## config.mk

```make
export PLATFORM = sky130hd
export DESIGN_NAME = bus_arb
export DESIGN_NICKNAME = d
export VERILOG_FILES = /design/src/rtl/bus_arb_pkg.sv /design/src/rtl/bus_arb_rdtrack.sv /design/src/rtl/bus_arb.sv
export SDC_FILE = /design/constraint.sdc
export NUM_CORES = 1
export LEC_CHECK = 0
export ABC_AREA = 1
export BUFFER_PORTS_ARGS = -buffer_cell sky130_fd_sc_hd__buf_4
export CORE_AREA = 2 2 174 176
export DETAILED_ROUTE_END_ITERATION = 7
export DIE_AREA = 0 0 176 178
export GPL_ROUTABILITY_DRIVEN = 0
export PLACE_DENSITY = 0.52
export SLEW_MARGIN = 10
export SYNTH_ARGS = -nofsm -noshare
export SYNTH_HDL_FRONTEND = slang
export SYNTH_HIERARCHICAL = 1
export SYNTH_SLANG_ARGS = --single-unit
```

## constraint.sdc

```tcl
create_clock -name clk -period 2.8 [get_ports clk]
set_input_delay 0.14 -clock clk [delete_from_list [all_inputs] [get_ports clk]]
set_output_delay 0.14 -clock clk [all_outputs]
set_load 0.02 [all_outputs]
```

## src/rtl/bus_arb_pkg.sv

```systemverilog
// bus_arb shared definitions: source ids, FSM states, size-to-beats helper.
// Used by bus_arb and bus_arb_rdtrack.
package bus_arb_pkg;

  localparam logic SRC_I = 1'b0;
  localparam logic SRC_D = 1'b1;

  typedef enum logic {
    IDLE  = 1'b0,
    OFFER = 1'b1
  } state_t;

  // Sizes of 8 bytes and up span (sz+1)/8 64-bit beats.
  function automatic logic [2:0] sz2beats(input logic [4:0] sz);
    logic [5:0] w_n;
    w_n = {1'b0, sz} + 6'd1;
    return (sz >= 5'd8) ? w_n[5:3] : 3'd1;
  endfunction

endpackage

```

## src/rtl/bus_arb_rdtrack.sv

```systemverilog
// Per-source outstanding-read tracker: read count, beat counter and a
// small FIFO of expected beat counts, one entry per outstanding read.
module bus_arb_rdtrack
  import bus_arb_pkg::*;
#(
  parameter int MAX_RD = 1
) (
  input  logic       clk,
  input  logic       rst,
  input  logic       i_push,
  input  logic [4:0] i_sz,
  input  logic       i_beat,
  input  logic       i_err,
  output logic [1:0] o_cnt,
  output logic       o_uflow
);

  logic [1:0] r_cnt;
  logic [2:0] r_bcnt;
  logic [2:0] r_q  [MAX_RD];
  logic [2:0] w_qn [MAX_RD];
  logic       w_busy;
  logic       w_last;
  logic       w_pop;
  logic [1:0] w_widx;

  assign w_busy  = (r_cnt != 2'd0);
  assign w_last  = i_err || ((r_bcnt + 3'd1) == r_q[0]);
  assign w_pop   = i_beat && w_busy && w_last;
  assign w_widx  = w_pop ? (r_cnt - 2'd1) : r_cnt;
  assign o_cnt   = r_cnt;
  assign o_uflow = i_beat && !w_busy;

  // Head entry is the read whose beats are arriving now.
  always_comb begin
    w_qn = r_q;
    if (w_pop) begin
      for (int k = 0; k < MAX_RD - 1; k++) begin
        w_qn[k] = r_q[k+1];
      end
      w_qn[MAX_RD-1] = 3'd0;
    end
    if (i_push) begin
      for (int k = 0; k < MAX_RD; k++) begin
        if (2'(k) == w_widx) begin
          w_qn[k] = sz2beats(i_sz);
        end
      end
    end
  end

  always_ff @(posedge clk or posedge rst) begin
    if (rst) begin
      r_cnt  <= 2'd0;
      r_bcnt <= 3'd0;
      for (int k = 0; k < MAX_RD; k++) begin
        r_q[k] <= 3'd0;
      end
    end else begin
      r_q <= w_qn;
      unique case ({i_push, w_pop})
        2'b10:   r_cnt <= r_cnt + 2'd1;
        2'b01:   r_cnt <= r_cnt - 2'd1;
        default: ;
      endcase
      if (w_pop) begin
        r_bcnt <= 3'd0;
      end else if (i_beat && w_busy) begin
        r_bcnt <= r_bcnt + 3'd1;
      end
    end
  end

endmodule

```

## src/rtl/bus_arb.sv

```systemverilog
// SysAD request-port arbiter between icache (src 0) and dcache (src 1).
// Define BUS_ARB_STATS_EN to add grant/wait/error statistics outputs.
module bus_arb
  import bus_arb_pkg::*;
#(
  parameter int STARVE_MAX = 8,
  parameter int MAX_RD     = 1
) (
  input  logic        clk,
  input  logic        rst,
`ifdef BUS_ARB_STATS_EN
  output logic [15:0] stat_igrant,
  output logic [15:0] stat_dgrant,
  output logic [15:0] stat_wait,
  output logic        stat_err,
`endif
  input  logic        phi2,
  input  logic        ireq,
  input  logic        dreq,
  input  logic [31:0] iaddr,
  input  logic [31:0] daddr,
  input  logic [63:0] iwdata,
  input  logic [63:0] dwdata,
  input  logic [4:0]  isz,
  input  logic [4:0]  dsz,
  input  logic        iwr,
  input  logic        dwr,
  output logic        iack,
  output logic        dack,
  output logic        irvalid,
  output logic        drvalid,
  output logic        irerr,
  output logic        drerr,
  output logic [63:0] rdata,
  output logic [31:0] extaddr,
  output logic [63:0] extwdata,
  output logic [4:0]  extsz,
  output logic        extwr,
  output logic        extsrc,
  output logic        extreq,
  input  logic        extrdy,
  input  logic        extreply,
  input  logic        extreplyto,
  input  logic [63:0] extrdata,
  input  logic        exterror
);

  localparam int             SW  = $clog2(STARVE_MAX + 1);
  localparam logic [SW-1:0]  STV = SW'(STARVE_MAX);
  localparam logic [1:0]     RDM = 2'(MAX_RD);

  state_t      r_state;
  state_t      w_nstate;
  logic        w_load;
  logic [31:0] r_addr;
  logic [63:0] r_wdata;
  logic [4:0]  r_sz;
  logic        r_wr;
  logic        r_src;
  logic [SW-1:0] r_starve;

  logic [1:0]  w_icnt;
  logic [1:0]  w_dcnt;
  logic        w_iuf;
  logic        w_duf;
  logic        w_ielig;
  logic        w_delig;
  logic        w_isel;
  logic        w_accept;
  logic        w_ibeat;
  logic        w_dbeat;

  assign w_ielig  = ireq && (iwr || (w_icnt < RDM));
  assign w_delig  = dreq && (dwr || (w_dcnt < RDM));
  assign w_isel   = w_ielig && (!w_delig || (r_starve == STV));
  assign w_accept = (r_state == OFFER) && phi2 && extrdy;

  always_ff @(posedge clk or posedge rst) begin
    if (rst) begin
      r_state <= IDLE;
    end else begin
      r_state <= w_nstate;
    end
  end

  always_comb begin
    w_nstate = r_state;
    w_load   = 1'b0;
    unique case (r_state)
      IDLE: begin
        if (w_ielig || w_delig) begin
          w_nstate = OFFER;
          w_load   = 1'b1;
        end
      end
      OFFER: begin
        if (w_accept) begin
          w_nstate = IDLE;
        end
      end
    endcase
  end

  always_ff @(posedge clk or posedge rst) begin
    if (rst) begin
      r_addr  <= 32'd0;
      r_wdata <= 64'd0;
      r_sz    <= 5'd0;
      r_wr    <= 1'b0;
      r_src   <= SRC_I;
    end else if (w_load) begin
      if (w_isel) begin
        r_addr  <= iaddr;
        r_wdata <= iwdata;
        r_sz    <= isz;
        r_wr    <= iwr;
        r_src   <= SRC_I;
      end else begin
        r_addr  <= daddr;
        r_wdata <= dwdata;
        r_sz    <= dsz;
        r_wr    <= dwr;
        r_src   <= SRC_D;
      end
    end
  end

  // Only dcache wins that were taken while icache could have gone count.
  always_ff @(posedge clk or posedge rst) begin
    if (rst) begin
      r_starve <= '0;
    end else if (!ireq || iack) begin
      r_starve <= '0;
    end else if (dack && w_ielig && (r_starve != STV)) begin
      r_starve <= r_starve + 1'b1;
    end
  end

  assign extaddr  = r_addr;
  assign extwdata = r_wdata;
  assign extsz    = r_sz;
  assign extwr    = r_wr;
  assign extsrc   = r_src;
  assign extreq   = (r_state == OFFER);
  assign iack     = w_accept && (r_src == SRC_I);
  assign dack     = w_accept && (r_src == SRC_D);

  assign w_ibeat  = extreply && (extreplyto == SRC_I);
  assign w_dbeat  = extreply && (extreplyto == SRC_D);
  assign irvalid  = w_ibeat;
  assign drvalid  = w_dbeat;
  assign irerr    = w_ibeat && exterror;
  assign drerr    = w_dbeat && exterror;
  assign rdata    = extrdata;

  bus_arb_rdtrack #(.MAX_RD(MAX_RD)) u_rd_i (
    .clk     (clk),
    .rst     (rst),
    .i_push  (iack && !r_wr),
    .i_sz    (r_sz),
    .i_beat  (w_ibeat),
    .i_err   (exterror),
    .o_cnt   (w_icnt),
    .o_uflow (w_iuf)
  );

  bus_arb_rdtrack #(.MAX_RD(MAX_RD)) u_rd_d (
    .clk     (clk),
    .rst     (rst),
    .i_push  (dack && !r_wr),
    .i_sz    (r_sz),
    .i_beat  (w_dbeat),
    .i_err   (exterror),
    .o_cnt   (w_dcnt),
    .o_uflow (w_duf)
  );

`ifdef BUS_ARB_STATS_EN
  logic [15:0] r_igrant;
  logic [15:0] r_dgrant;
  logic [15:0] r_wait;
  logic        r_err;

  always_ff @(posedge clk or posedge rst) begin
    if (rst) begin
      r_igrant <= 16'd0;
      r_dgrant <= 16'd0;
      r_wait   <= 16'd0;
      r_err    <= 1'b0;
    end else begin
      if (iack) r_igrant <= r_igrant + 16'd1;
      if (dack) r_dgrant <= r_dgrant + 16'd1;
      if (extreq && !extrdy && (r_wait != 16'hFFFF)) begin
        r_wait <= r_wait + 16'd1;
      end
      r_err <= r_err | w_iuf | w_duf;
    end
  end

  assign stat_igrant = r_igrant;
  assign stat_dgrant = r_dgrant;
  assign stat_wait   = r_wait;
  assign stat_err    = r_err;
`else
  logic w_unused;
  assign w_unused = w_iuf | w_duf;
`endif

endmodule
```

Word-level counts from Yosys, hierarchy flattened
Index checks and enable logic that the tools add are counted.
{ "totals": {"inputBits": 277, "reg_bits": 124} }
{ "op_classes": {"muxes": 26, "bitwise": 3, "add_sub_neg": 8, "order_cmp": 3, "n_eq_ne": 8, "reduce_logical": 38} }
{ "ops": {"columns": ["operator", "count"], "rows": [
  ["64-bit two-way mux", 1],
  ["3-bit two-way mux", 11],
  ["32-bit two-way mux", 1],
  ["1-bit logical AND", 19],
  ["2-bit nonzero test", 7],
  ["4-bit two-way mux", 2],
  ["2-bit one-hot mux with 2 select lines", 2],
  ["1-bit logical OR", 7],
  ["3-bit by 1-bit adder with 3-bit output (second input constant)", 2],
  ["5-bit by 1-bit adder with 6-bit output (second input constant)", 1],
  ["3-bit == test", 2],
  ["5-bit by 4-bit greater-or-equal comparator with 1-bit output (second input constant)", 1],
  ["1-bit two-way mux", 5],
  ["5-bit two-way mux", 1],
  ["2-bit by 1-bit adder with 2-bit output (second input constant)", 2],
  ["4-bit by 1-bit adder with 4-bit output (second input constant)", 1],
  ["2-bit by 1-bit == test with 1-bit output (second input constant)", 2],
  ["2-bit == test (second input constant)", 2],
  ["4-bit == test (second input constant)", 1],
  ["2-bit zero test", 2],
  ["2-bit by 1-bit < comparator with 1-bit output (second input constant)", 2],
  ["2-bit two-way mux", 2],
  ["4-bit inequality test (second input constant)", 1],
  ["2-bit by 1-bit subtractor with 2-bit output (second input constant)", 2],
  ["other kinds (3)", 7]
]} }

Depth between registers and ports, before layout
Gate-level depths: netlist of the first run.
{ "logic_depth": {"word_depth": 8, "depth_mapped": 12, "depth_no_buf": 12} }

Modules after synthesis
The synthesis of the first run kept the hierarchy.
{ "modules_own_cells": {"columns": ["mod", "instances", "cells_per_inst", "area_each_um2"], "rows": [
  ["bus_arb", 1, 999, 6702.7],
  ["bus_arb_rdtrack at u_rd_d", 1, 84, 610.6],
  ["bus_arb_rdtrack at u_rd_i", 1, 80, 583.1]
]} }

Worst setup path before layout of the first run
Ideal clock, no wire load.
{ "synth_timing": {"path_type": "reg-to-reg", "from": "register u_rd_d.r_bcnt[0]", "to": "register u_rd_d.r_cnt[1] (netlist: u_rd_d/o_cnt[1])", "path_stages_with_launch": 13, "arrival_time_ps": 1602, "synth_period_minus_slack_ps": 1729, "setup_time_ps": 127, "path_slack_ps": 1071, "path_cell_list": "dfrtp_1 -> ha_1 -> inv_1 -> nand2_1 -> nand2_1 -> nor2_4 -> nand2_1 -> nand2_2 -> nand2_4 -> inv_2 -> ha_1 -> nand2_1 -> o21ai_0"} }
{ "synth_between": {"elab_chain_cells": 6} }
{ "synth_lines": {"columns": ["item", "line_no", "text"], "rows": [
  ["start, declared", "bus_arb_rdtrack.sv:19", "logic [2:0] r_bcnt;"],
  ["start signal, assigned", "bus_arb_rdtrack.sv:69", "r_bcnt <= r_bcnt + 3'd1;"],
  ["3-bit by 1-bit adder with 3-bit output *", "bus_arb_rdtrack.sv:28", "assign w_last = i_err || ((r_bcnt + 3'd1) == r_q[0]);"],
  ["3-bit == test *", "bus_arb_rdtrack.sv:28", null],
  ["1-bit logical OR *", "bus_arb_rdtrack.sv:28", null],
  ["1-bit logical AND *", "bus_arb_rdtrack.sv:29", "assign w_pop = i_beat && w_busy && w_last;"],
  ["2-bit by 1-bit == test with 1-bit output or 2-bit == test (tied branches)", "bus_arb_rdtrack.sv:61", "unique case ({i_push, w_pop})"],
  ["2-bit one-hot mux with 2 select lines or 2-bit nonzero test (tied branches)", null, null],
  ["end signal, assigned", "bus_arb_rdtrack.sv:62", "2'b10: r_cnt <= r_cnt + 2'd1;"],
  ["end signal, assigned", "bus_arb_rdtrack.sv:63", "2'b01: r_cnt <= r_cnt - 2'd1;"],
  ["end, declared", "bus_arb_rdtrack.sv:18", "logic [1:0] r_cnt;"]
]} }
Mark *: on every way between the ends. The rest lies on a longest branch, timed or not.
A chain may end at the register's enable or synchronous reset.

Worst setup path after layout of the first run
Same ends and word-level chain as after synthesis.

==> results of run 1 <==
-- final timing paths --
kind | to | depth (start not counted)
min reg2reg | extwdata[52]$_DFFE_PP0P_ | 2
min in group asynchronous | u_rd_i/o_cnt[1]$_DFFE_PP0P_ | 3
max in group asynchronous | extwdata[23]$_DFFE_PP0P_ | 4
max | u_rd_d/o_cnt[1]$_DFFE_PP0P_ | 12
max reg2reg | u_rd_d/o_cnt[1]$_DFFE_PP0P_ | 12
min | extwdata[26]$_DFFE_PP0P_ | 5
-- cells in the final DEF, fill, tap and decap left out, types with 5 or more instances in the layout --
cell / n
nand2_2: 6
nand2_4: 6
nand4_1: 8
nand3_2: 6
o21ai_0: 8
nand2_1: 358
clkbuf_16: 17
nor2_1: 18
inv_1: 247
buf_12: 10
nand3_1: 224
clkinvlp_4: 5
buf_4: 323
ha_1: 8
dfrtp_1: 124
inv_2: 6
-- routing by layer --
metal | global-route usage, % | up-vias | routed length (um)
met1 | 20.95 | 3611 | 11240
met4 | 5.406 | 0 | 520
met5 | 0 | - | 0
met3 | 4.497 | 34 | 1590
met2 | 28.54 | 215 | 13040
li1 | - | 3881 | -
-- where the power goes --
part	switching, mW	internal [mW]
clock	0.908	1.52
combinational	3.24	2.07
sequential	0.575	2.64
total	4.72	6.22
-- tightest hold or removal path, cell delays in order --
cell	delay [ns]
buf_4	0.07
inv_1	0.03
nand2_1	0.05
nand3_1	0.07
nand2_1	0.05
-- registers in the layout (all words and copies together) (netlist names) --
signal,cells
extsrc,1
extaddr,32
extsz,5
extwdata,64
u_rd_d/r_q,3
r_starve,4
u_rd_i/r_bcnt,3
u_rd_d/o_cnt,2
u_rd_i/o_cnt,2
u_rd_i/r_q,3
extwr,1
extreq,1
u_rd_d/r_bcnt,3
-- cell type report --
cell class                 count  area (um2)
fill                        3178       18510
sequential                   124        3103
multi-input combinational    661        3073
timing repair buffer         334        2635
inverter                     255       962.2
tap                          390       488.0
clock buffer                  18       439.2
clock inverter                13       190.2
==> impl_results.md, run 1 <==
* Count of buffer and inverter cells on the critical path at 2
* Setup repair bufs after CTS at 0
* Startpoint type of the worst setup path: flop
* Worst hold slack at 0.02130 ns
* Vias in the first global route at 7604
* Critical path data required time at 3.09 ns
* Area overhead of the layout relative to synthesis at 38.18%
* Critical setup path kind: reg -> reg
* Utilization of the core after routing at 37.04%
* Upper clock frequency limit at 525.5 MHz
* Register-to-register setup slack at 0.90 ns
* Core footprint at 29400 um2
* Final WL at 26390 um
* Fin cells at 1795
* Average footprint of a synthesized cell at 6.800 um2
* Syn. warnings at 6
* Fin. Hold Viols at 0
* Launch point of the critical path: u_rd_d/r_bcnt[0]$_DFFE_PP0P_
* Port buffer count at 322
* Period utilization at 67.96%
* Hold-fix buffers at CTS at 1
* Post-CTS sizing at 0
* Starting density of the core at 26.81%
* CP arrival at 2.19 ns
* Standby leakage power at 6.513 nW
* Final HPWL from detailed placement at 18590 um
* Total of max-cap violations at 0
* CP max stage delay at 0.41 ns
* First-pass iteration count of the detailed router at 5
* Cell at the root of the clock tree: clkbuf_16
* Unrepaired setup endpoints after global routing: false
* Via count normalized by instance count at 4.313
* Launch point of the worst reg-to-reg path: u_rd_d/r_bcnt[0]$_DFFE_PP0P_
* Number of I/O pins at 451
* Total placed cells including tap cells at 1763
* Max-slew headroom at 41.37%
* Tightest Pin Transition at 0.8776 ns
* Num CTS Buffers at 17
* Drt initial violations at 328
* Maximum level of the CTS H-tree at 4
* Setup-violating endpoint count in the final report at 0
* Path category of the worst min-delay check: in -> reg
* Latest clock arrival within the worst-skew pair at 0.42 ns
* Number of vias in the routed layout at 7741
* Worst Path Max Fanout at 5
* Number of sinks handled by clock tree synthesis at 124
* IR drop worst, VDD at 0.3729 mV
* Final worst clock skew at 0.01322 ns
* Fraction of final layout cells with drive strength greater than 1 at 28.11%
* Worst path slowest cell: dfrtp_1
* Power density relative to cell area at 1005 nW/um2
* Largest delay share family, worst path: adder cells
* Post-route ant nets at 0
* Chain of cells forming the critical path: ha_1 > inv_1 > nand2_1 > nand2_1 > nor2_4 > nand2_1 > nand2_2 > nand2_4 > inv_2 > ha_1 > nand2_1 > o21ai_0
* Width of the die at 176 um
* Shortest clock period the worst path allows after layout at 1.903 ns
* Final number of max-transition violations at 0
* Standard cell area after detailed placement at 10250 um2
* Rows at 63
* Buffer levels on the longest clock path at 2
* Post-synthesis net count at 1444
* CTS tree: built
* Maximum number of pins on one net before global-route repair at 103
* Post-synthesis cell area at 7881 um2
* Grt ovf at 0
* Number of nets in the finished design at 1678
* Total negative setup slack at 0 ns
* Height of the die at 178 um
* Number of remaining DRC errors at 0
* Global-route usage over all layers at 16.87%
* Worst path most repeated cell: nand2_1
* Element type at the critical path end: flop
* Overall power at 10.94 mW
* Post-Synthesis Cells at 1159
* DIE AREA at 31330 um2
* Hold path startpoint: dwdata[26]
* Number of antenna cells inserted at 0
* Outcome: completed
* Post-detailed-route wirelength per cell at 14.70 um
* Post-CTS clock slew at the launch and capture registers of the worst setup and hold paths at 0.06 ns
* Final setup margin at 0.8972 ns
* Global-route wire length before repair at 41200 um
* Final instance area at 10890 um2
* Setup slack at placement at 0.8910 ns
* Initial antenna violation count at 0
(Power assumes the default switching activity.)
==> run 2, diff against run 1 <==
ABC_AREA = 0   (was 1)
CORE_AREA = 2 2 177 179   (was 2 2 174 176)
DIE_AREA = 0 0 179 181   (was 0 0 176 178)
PLACE_DENSITY = 0.46   (was 0.52)
clock period = 1.67 ns   (was 2.8 ns; I/O delays follow)
==> impl_results.md, run 2 <==
* Outcome: finished, violations left (was completed)
* Violated checks: setup timing
* Syn. warnings at 6 (unchanged)
* Setup-violating endpoint count in the final report at 104 (was 0)
* Global-route wire length before repair at 43890 um (was 41200 um)
* Post-synthesis net count at 1071 (was 1444)
* Initial antenna violation count at 0 (unchanged)
* Height of the die at 181 um (was 178 um)
* CP arrival at 2.17 ns (was 2.19 ns)
* Upper clock frequency limit at 550.7 MHz (was 525.5 MHz)
* Worst path slowest cell: dfrtp_1 (unchanged)
* Core footprint at 30350 um2 (was 29400 um2)
* Rows at 64 (was 63)
* Latest clock arrival within the worst-skew pair at 0.42 ns (about the same)
* Number of I/O pins at 451 (unchanged)
* Final setup margin at -0.1457 ns (was 0.8972 ns)
* Final number of max-transition violations at 0 (unchanged)
* Via count normalized by instance count at 4.486 (was 4.313)
* Tightest Pin Transition at 0.5508 ns (was 0.8776 ns)
* Worst hold slack at 0.04606 ns (was 0.02130 ns)
* Post-detailed-route wirelength per cell at 17.46 um (was 14.70 um)
* Fraction of final layout cells with drive strength greater than 1 at 46.36% (was 28.11%)
* Shortest clock period the worst path allows after layout at 1.816 ns (was 1.903 ns)
* Max reg flops at 64 (unchanged)
* IR drop worst, VDD at 0.6771 mV (was 0.3729 mV)
* Grt ovf at 0 (unchanged)
* Power density relative to cell area at 1484 nW/um2 (was 1005 nW/um2)
* Unrepaired setup endpoints after global routing: true (was false)
* Final HPWL from detailed placement at 18000 um (was 18590 um)
* Number of remaining DRC errors at 0 (unchanged)
* Buffer levels on the longest clock path at 2 (unchanged)
* Vias in the first global route at 8131 (was 7604)
* Global-route usage over all layers at 17.32% (was 16.87%)
* Path category of the worst min-delay check: in -> reg (unchanged)
* Post-Synthesis Cells at 786 (was 1159)
* Element type at the critical path end: flop (unchanged)
* Fin. Hold Viols at 0 (unchanged)
* CP max stage delay at 0.36 ns (was 0.41 ns)
* Starting density of the core at 22.00% (was 26.81%)
* Final instance area at 13710 um2 (was 10890 um2)
* Commonest non-fill, non-tap cell in the layout: buf_4 (was nand2_1)
* Post-synthesis cell area at 6678 um2 (was 7881 um2)
* Area overhead of the layout relative to synthesis at 105.2% (was 38.18%)
* Number of sinks handled by clock tree synthesis at 124 (unchanged)
* Number of nets in the finished design at 1619 (was 1678)
* Final worst clock skew at 0.01597 ns (was 0.01322 ns)
* Average footprint of a synthesized cell at 8.496 um2 (was 6.800 um2)
* Number of antenna cells inserted at 0 (unchanged)
* Register-to-register setup slack at -0.15 ns (was 0.90 ns)
* Setup slack at placement at -0.1819 ns (was 0.8910 ns)
* Drt initial violations at 269 (was 328)
* Width of the die at 179 um (was 176 um)
* Standby leakage power at 6.285 nW (was 6.513 nW)
* Maximum number of pins on one net before global-route repair at 46 (was 103)
* Post-CTS clock slew at the launch and capture registers of the worst setup and hold paths at 0.07 ns (was 0.06 ns)
* Post-route ant nets at 0 (unchanged)
* Critical path data required time at 2.02 ns (was 3.09 ns)
* Maximum level of the CTS H-tree at 4 (unchanged)
* Max-slew headroom at 63.20% (was 41.37%)
* Num CTS Buffers at 17 (unchanged)
* Critical setup path kind: reg -> reg (unchanged)
* Multi-input gate area at 3528 um2 (was 3073 um2)
* Final WL at 30410 um (was 26390 um)
* Standard cell area after detailed placement at 9671 um2 (was 10250 um2)
* Total of max-cap violations at 0 (unchanged)
* DIE AREA at 32400 um2 (was 31330 um2)
* Worst Path Max Fanout at 7 (was 5)
* Chain of cells forming the critical path: inv_2 > ha_4 > and3b_2 > o311ai_4 > buf_6 > buf_12 > clkbuf_16 > nand2_2 > a21oi_2 (was ha_1 > inv_1 > nand2_1 > nand2_1 > nor2_4 > nand2_1 > nand2_2 > nand2_4 > inv_2 > ha_1 > nand2_1 > o21ai_0)
* Seq. cell area at 3107 um2 (was 3103 um2)
* CTS tree: built (unchanged)
* Number of vias in the routed layout at 7815 (was 7741)
* Total negative setup slack at -9.716 ns (was 0 ns)
* Port buffer count at 322 (unchanged)
* First-pass iteration count of the detailed router at 4 (was 5)
* Period utilization at 108.7% (was 67.96%)
* Leading cell types in the layout, fill and taps excluded: buf_4, dlygate4sd3_1, a21oi_1 (was nand2_1, buf_4, inv_1)
* Cell at the root of the clock tree: clkbuf_16 (unchanged)
* Fill cell instance count of the final layout at 2857 (was 3178)
* Startpoint type of the worst setup path: flop (unchanged)
## run 2: cell types whose count changed in the layout (fill, tap and decap cells not counted), moves of 18 or more
cell,delta
a21oi_1,+141
a21oi_2,+65
buf_4,+52
buf_6,+18
dlygate4sd3_1,+203
inv_1,-235
nand2_1,-280
nand3_1,-219
nor2_1,+81
## run 2: final cells by class
type | instances | share of cell area (%)
clock buffers | 18 | 3.204
clock inverters | 13 | 0.6938
well taps | 396 | 3.615
flip-flops and latches | 124 | 22.67
multi-input cells | 537 | 25.74
inverters | 15 | 0.4382
repair buffers | 639 | 43.64
## run 2: worst paths after layout
kind                       cells after the start                     start                     endpoint
max                                            9   r_starve[0]$_DFFE_PP0P_       extaddr[4]$_DFFE_PP0P_
min                                            3                       iwr            extwr$_DFFE_PP0P_
max reg2reg                                    9   r_starve[0]$_DFFE_PP0P_       extaddr[4]$_DFFE_PP0P_
min reg2reg                                    2  extwdata[37]$_DFFE_PP0P_     extwdata[37]$_DFFE_PP0P_
max in group asynchronous                      4                       rst     extwdata[49]$_DFFE_PP0P_
min in group asynchronous                      3                       rst  u_rd_d/o_cnt[0]$_DFFE_PP0P_
## run 2: where the power goes
group / internal, mW / switching [mW] / total (mW)
Combinational: 5.57 / 5.93 / 11.5
Sequential: 4.40 / 0.954 / 5.35
Clock: 1.94 / 1.55 / 3.49
## run 2: worst max-delay path: cells and delay by family (launching register included)
family	cells	cell delay, ns
AOI/OAI and AO/OA	2	0.36
adders and majority gates	1	0.16
and+or+nand+nor	2	0.30
buffers and inverters	4	0.56
DFF	1	0.36
## run 2: per-stage QoR
stage               std cells  utilization (%)  power (mW)
detailed placement       1461            31.86       14.28
floorplan                 786                -       10.24
global placement         1461            31.86       14.24
global route             1742            45.16       21.60
finish                   1742            45.16       20.34
CTS                      1721            42.91       19.52
## run 2: metal layers
| metal | vias to the layer above | wire (um) | track usage (%) |
|---|---|---|---|
| li1 | 3697 | - | - |
| met1 | 3799 | 12420 | 20.75 |
| met5 | - | 0 | 0 |
| met3 | 46 | 1698 | 4.272 |
| met4 | 0 | 568 | 5.431 |
| met2 | 273 | 15720 | 30.20 |
## run 2: repair_timing
item,4_1_cts,5_1_grt
hold buffers,204,0
resized for setup,102,104
cloned,8,11
setup endpoints to repair,111,121
pin swaps,49,25
endpoints found under the hold margin,133,0
setup buffers,17,11
